===== config.mk =====
export PLATFORM = sky130hd
export DESIGN_NAME = biriscv_fetch_buffer
export DESIGN_NICKNAME = d
export VERILOG_FILES = /design/src/rtl/biriscv_fetch_buffer.sv
export SDC_FILE = /design/constraint.sdc
export NUM_CORES = 1
export LEC_CHECK = 0
export ABC_AREA = 1
export BUFFER_PORTS_ARGS = -buffer_cell sky130_fd_sc_hd__buf_2
export CAP_MARGIN = 0
export CORE_ASPECT_RATIO = 1.5
export CORE_MARGIN = 10
export CORE_UTILIZATION = 35
export CTS_CLUSTER_DIAMETER = 120
export DETAILED_ROUTE_END_ITERATION = 10
export PLACE_DENSITY = 0.56
export SYNTH_ARGS = -nofsm -noshare
export SYNTH_HDL_FRONTEND = slang
export SYNTH_SLANG_ARGS = --single-unit

===== constraint.sdc =====
create_clock -name clk_i -period 5.9 [get_ports clk_i]
set_input_delay 0.885 -clock clk_i [delete_from_list [all_inputs] [get_ports clk_i]]
set_output_delay 0.885 -clock clk_i [all_outputs]
set_load 0.01 [all_outputs]

===== src/rtl/biriscv_fetch_buffer.sv =====
// -----------------------------------------------------------------------------
// biriscv_fetch_buffer
//
// Instruction buffer between the fetch unit and the decoder. It queues 64-bit
// fetch packets (two 32-bit instructions each) and presents the oldest one or
// two pending instructions of the head packet to decode/issue. It supports
// partial consumption for dual issue and drops everything on a squash.
//
// Optional feature macro: FETCH_BUFFER_BYPASS_EN
//   When defined, an offered packet is presented combinationally on out* while
//   the buffer is empty. When undefined there is no fetch_* -> out* path.
//
// Parameters:
//   DEPTH           packet entries (power of two, >= 2)
//
// Ports:
//   clk_i           clock
//   rst_i           asynchronous active-high reset
//   fetch_valid_i   packet offered
//   fetch_instr_i   [31:0] instr at PC, [63:32] instr at PC+4
//   fetch_pc_i      packet PC; bit 2 set means entry at the odd word
//   fetch_fault_i   fault flag for the whole packet
//   fetch_accept_o  buffer can take a packet this cycle
//   squash_i        flush all contents
//   out0_*          oldest pending instruction (valid/instr/pc/fault)
//   out1_*          second-oldest instruction, same head packet only
//   pop_i           instructions consumed this cycle (0..2, clamped)
// -----------------------------------------------------------------------------
module biriscv_fetch_buffer #(
  parameter int DEPTH = 4
) (
  input  logic        clk_i,
  input  logic        rst_i,
  input  logic        fetch_valid_i,
  input  logic [63:0] fetch_instr_i,
  input  logic [31:0] fetch_pc_i,
  input  logic        fetch_fault_i,
  output logic        fetch_accept_o,
  input  logic        squash_i,
  output logic        out0_valid_o,
  output logic [31:0] out0_instr_o,
  output logic [31:0] out0_pc_o,
  output logic        out0_fault_o,
  output logic        out1_valid_o,
  output logic [31:0] out1_instr_o,
  output logic [31:0] out1_pc_o,
  output logic        out1_fault_o,
  input  logic [1:0]  pop_i
);

  localparam int PTR_W = (DEPTH > 1) ? $clog2(DEPTH) : 1;
  localparam int CNT_W = PTR_W + 1;
  localparam logic [CNT_W-1:0] FULL_CNT = CNT_W'(DEPTH);

  // Packet storage (data only, no reset needed: gated by count/slot-valid)
  logic [63:0] r_instr    [DEPTH];
  logic [31:3] r_pc       [DEPTH];
  logic        r_fault    [DEPTH];
  logic [1:0]  r_slot_vld [DEPTH];

  // Control state
  logic [PTR_W-1:0] r_wr_ptr;
  logic [PTR_W-1:0] r_rd_ptr;
  logic [CNT_W-1:0] r_count;
  logic             r_head_consumed;

  // Head view
  logic [63:0] w_head_instr;
  logic [31:3] w_head_pc;
  logic        w_head_fault;
  logic [1:0]  w_head_rem;
  logic        w_byp;

  logic [1:0]  w_rem_cnt;
  logic [1:0]  w_pop_clamp;
  logic        w_retire;
  logic        w_partial;
  logic        w_push;
  logic        w_wr_en;
  logic        w_rd_adv;
  logic        w_out0_slot;
  logic [1:0]  w_new_slot_vld;
  logic        w_unused_pc_lsb;

  assign w_unused_pc_lsb = ^fetch_pc_i[1:0];

  // An odd-word entry PC means slot 0 precedes a branch target: drop it.
  assign w_new_slot_vld = fetch_pc_i[2] ? 2'b10 : 2'b11;

  assign fetch_accept_o = (r_count != FULL_CNT);

  always_comb begin
    w_head_instr = r_instr[r_rd_ptr];
    w_head_pc    = r_pc[r_rd_ptr];
    w_head_fault = r_fault[r_rd_ptr];
    // Slot 0 is masked once it has been consumed by a single pop.
    w_head_rem   = (r_count != '0) ?
                   (r_slot_vld[r_rd_ptr] & {1'b1, ~r_head_consumed}) : 2'b00;
    w_byp        = 1'b0;
`ifdef FETCH_BUFFER_BYPASS_EN
    if ((r_count == '0) && fetch_valid_i && !squash_i) begin
      w_byp        = 1'b1;
      w_head_instr = fetch_instr_i;
      w_head_pc    = fetch_pc_i[31:3];
      w_head_fault = fetch_fault_i;
      w_head_rem   = w_new_slot_vld;
    end
`endif
  end

  // Pop is clamped to what is actually presented; excess is ignored.
  assign w_rem_cnt   = {1'b0, w_head_rem[0]} + {1'b0, w_head_rem[1]};
  assign w_pop_clamp = (pop_i > w_rem_cnt) ? w_rem_cnt : pop_i;
  assign w_retire    = (w_rem_cnt != 2'd0) && (w_pop_clamp == w_rem_cnt);
  assign w_partial   = (w_pop_clamp == 2'd1) && (w_head_rem == 2'b11);

  // A bypassed packet that is fully consumed never needs to be stored; the
  // read pointer only advances for stored entries.
  assign w_push   = fetch_valid_i & fetch_accept_o & ~squash_i;
  assign w_wr_en  = w_push & ~(w_byp & w_retire);
  assign w_rd_adv = w_retire & ~w_byp & ~squash_i;

  // Output mapping: out0 is the first remaining slot, out1 only when both remain
  assign w_out0_slot  = ~w_head_rem[0];
  assign out0_valid_o = |w_head_rem;
  assign out1_valid_o = &w_head_rem;

  assign out0_instr_o = !out0_valid_o ? 32'd0 :
                        (w_out0_slot ? w_head_instr[63:32] : w_head_instr[31:0]);
  assign out0_pc_o    = out0_valid_o ? {w_head_pc, w_out0_slot, 2'b00} : 32'd0;
  assign out0_fault_o = out0_valid_o & w_head_fault;

  assign out1_instr_o = out1_valid_o ? w_head_instr[63:32] : 32'd0;
  assign out1_pc_o    = out1_valid_o ? {w_head_pc, 3'b100} : 32'd0;
  assign out1_fault_o = out1_valid_o & w_head_fault;

  // Control registers: pointers, occupancy and partial-consumption flag
  always_ff @(posedge clk_i or posedge rst_i) begin
    if (rst_i) begin
      r_wr_ptr        <= '0;
      r_rd_ptr        <= '0;
      r_count         <= '0;
      r_head_consumed <= 1'b0;
    end else if (squash_i) begin
      r_wr_ptr        <= '0;
      r_rd_ptr        <= '0;
      r_count         <= '0;
      r_head_consumed <= 1'b0;
    end else begin
      if (w_wr_en)
        r_wr_ptr <= r_wr_ptr + PTR_W'(1);
      if (w_rd_adv)
        r_rd_ptr <= r_rd_ptr + PTR_W'(1);
      r_count <= r_count + CNT_W'(w_wr_en) - CNT_W'(w_rd_adv);
      if (w_retire)
        r_head_consumed <= 1'b0;
      else if (w_partial)
        r_head_consumed <= 1'b1;
    end
  end

  // Storage write
  always_ff @(posedge clk_i) begin
    if (w_wr_en) begin
      r_instr[r_wr_ptr]    <= fetch_instr_i;
      r_pc[r_wr_ptr]       <= fetch_pc_i[31:3];
      r_fault[r_wr_ptr]    <= fetch_fault_i;
      r_slot_vld[r_wr_ptr] <= w_new_slot_vld;
    end
  end

endmodule


==> metrics.cfg <==
[layout]
final_area_mm2 = 0.0184
nets = 1501
utilization_pct = 41.8
synthToLayoutAreaGrowth_pct = 18.0
finalNonFillerCells = 1995
nFillCells = 4133
drive_gt1_share_pct = 21.5

[timing]
setup_tns_ns = 0
tightest_slew_ns = 1.08
min_period_over_period_pct = 79.6
slew_violations = 0
holdWs_ns = 0.306
max_freq_ghz = 0.213
final.setup.worst_slack_ns = 1.20
slew_headroom_pct = 27.9
hold_viol_final = 0
rsz0062_at_grt = no
final-setup-viol-count = 0
fin_skew_ns = 0.0100
fin_crit_ns = 4.70

[job]
maxCapViolations = 0

[placed_design]
portBuffers = 229
dpl_worst_slack_ns = 1.69
place_congestion = 0.762
dp_hpwl_um = 22900
placed_cells = 1925
post_dp_cell_area_mm2 = 0.0172

[routing]
drt-initial-drc-count = 514
routed-via-count = 9951
routed_wl_um = 38500
firstDrtPassIters = 5
vias_per_cell = 4.99
drc = 0
wl_per_cell_um = 19.3
ant_nets = 0

[worst_setup_path]
cp.arrival_ns = 3.81
r2r_cells = 18
slowest_delay_ns = 0.87
crit_path_start_kind = flop
cp_top_family = buffers and inverters
crit_top_cell = buf_4
path_depth = 6
critPathBufInv = 3
required_ns = 5.02
cp_max_fo = 88
r2r-start = r_rd_ptr[0]
critical_path_class = flop to output port
cp_cell_sequence = buf_4, buf_4, a21oi_1, a32o_1, o22ai_1, buf_2
end_kind = output port
cp_slowest_cell = buf_4
startpoint = r_rd_ptr[0]
cp-endpoint = out0_instr_o[23]
r2r-end = r_count[2]
reg2reg_slack_ns = 1.84

[clock_tree]
cts.reportedPaths.clkPinSlew_ns = 0.06
cts_tree = built
cts_buffer_depth = 3
hold_buffers = 0
clk-insertion-delay-late_ns = 0.52
cts_root_buf = clkbuf_16
cts_resized = 0
clock-sinks = 388
post-cts-setup-buffers = 0
htreeDepth = 2
cts_made_buffers = 37

[synth]
synth_cells = 1186
synth_seq_cells = 388
avgSynthCellArea_um2 = 13.1
yosys_warnings = 0
syn_area_mm2 = 0.0156
synth-seq-area-share_pct = 74.5
yosysUniqueCellTypes = 27

[floorplanning]
initial_core_util_pct = 35.4
boundaryPins = 236
die_h_um = 278
core_mm2 = 0.0440
die_area_mm2 = 0.0535
rows = 94
die_w_um = 192

[global_route]
gr-usage-all-layers_pct = 14.0
grt_max_degree = 97
antenna_found_initial = 11
grt_overflow = 0
grt_pass1_wl_um = 58300
grt_pass1_vias = 10177

[pwr]
powerDensity_mw_per_mm2 = 494
power.total_mw = 9.07
leakage_nw = 6.98
ir_worst_vdd_mv = 0.338

[min_path]
hold_class = input port to asynchronous set/reset pin

[status]
status = complete, no violations

[how the worst min path moves through the flow]
stage,endpoint,slack [ns],depth (start not counted)
after floorplan,r_head_consumed,0.56,4
after global placement,r_head_consumed,0.62,4
after detailed placement,r_head_consumed,0.62,4
after CTS,r_rd_ptr[1],0.29,2
after global routing,r_rd_ptr[1],0.31,2
final,r_count[1],0.31,2
[cell families after synthesis]
family	synth area share [%]
other	0.0241
DFF	74.5
AOI/OAI and AO/OA	10.8
and+or+nand+nor	9.50
xor gates and xnor gates	0.112
buffers and inverters	4.23
adders and majority gates	0.851
[sequential cells by signal (all words and copies together), names as in the netlist]
name,count
r_fault,4
r_head_consumed,1
r_instr,256
r_wr_ptr,2
r_slot_vld,4
r_rd_ptr,2
r_pc,116
r_count,3
[layout make-up]
cell class              count  area [um^2]  share of cell area, %
flip-flops and latches    388        11600                   63.2
inverters                  62          240                   1.31
well taps                 576          721                   3.92
clock inverters            19          168                  0.912
diodes                      6         15.0                 0.0817
clock buffers              45          998                   5.43
multi-input cells         656         3360                   18.3
repair buffers            243         1260                   6.87
[cells in the final DEF (no fill, tap or decap), drive strengths merged]
master    n
conb      4
nor2    163
edfxtp  380
a21oi    66
diode     6
ha        9
or2       1
fa        1
o22ai    62
inv      63
clkbuf   45
nand2   210
nand4     3
nand3     8
buf     243
xor2      2
clkinv   15
bufinv    3
o21ai    63
a32o     64
dfrtp     8
[cells in the mapped netlist]
| library cell | n | area (um^2) |
|---|---|---|
| a21oi_1 | 65 | 325 |
| a21oi_2 | 1 | 8.76 |
| a32o_1 | 64 | 641 |
| buf_1 | 1 | 3.75 |
| buf_2 | 38 | 190 |
| buf_4 | 8 | 60.1 |
| buf_6 | 5 | 56.3 |
| clkbuf_1 | 31 | 116 |
| clkinv_1 | 1 | 3.75 |
| conb_1 | 1 | 3.75 |
| dfrtp_1 | 8 | 200 |
| edfxtp_1 | 380 | 11400 |
| fa_1 | 1 | 20.0 |
| ha_1 | 9 | 113 |
| inv_1 | 59 | 221 |
| inv_2 | 2 | 7.51 |
| nand2_1 | 208 | 781 |
| nand2_2 | 2 | 12.5 |
| nand3_1 | 6 | 30.0 |
| nand3_2 | 2 | 20.0 |
| nand4_1 | 3 | 18.8 |
| nor2_1 | 163 | 612 |
| o21ai_0 | 62 | 310 |
| o21ai_1 | 1 | 5.00 |
| o22ai_1 | 62 | 388 |
| or2_2 | 1 | 6.26 |
| xor2_1 | 2 | 17.5 |
[per-layer routing]
layer	global-route usage, %	share of wire, %
met1	15.5	39
met2	24.9	52
met3	3.22	5.9
met4	5.86	2.7
met5	0	0.10
[power by group]
group | internal (mW) | leakage, nW | switching (mW)
clock network | 1.33 | 0.572 | 0.969
logic | 1.16 | 2.86 | 2.32
registers | 3.21 | 3.55 | 0.0682
(Power assumes the default switching activity.)
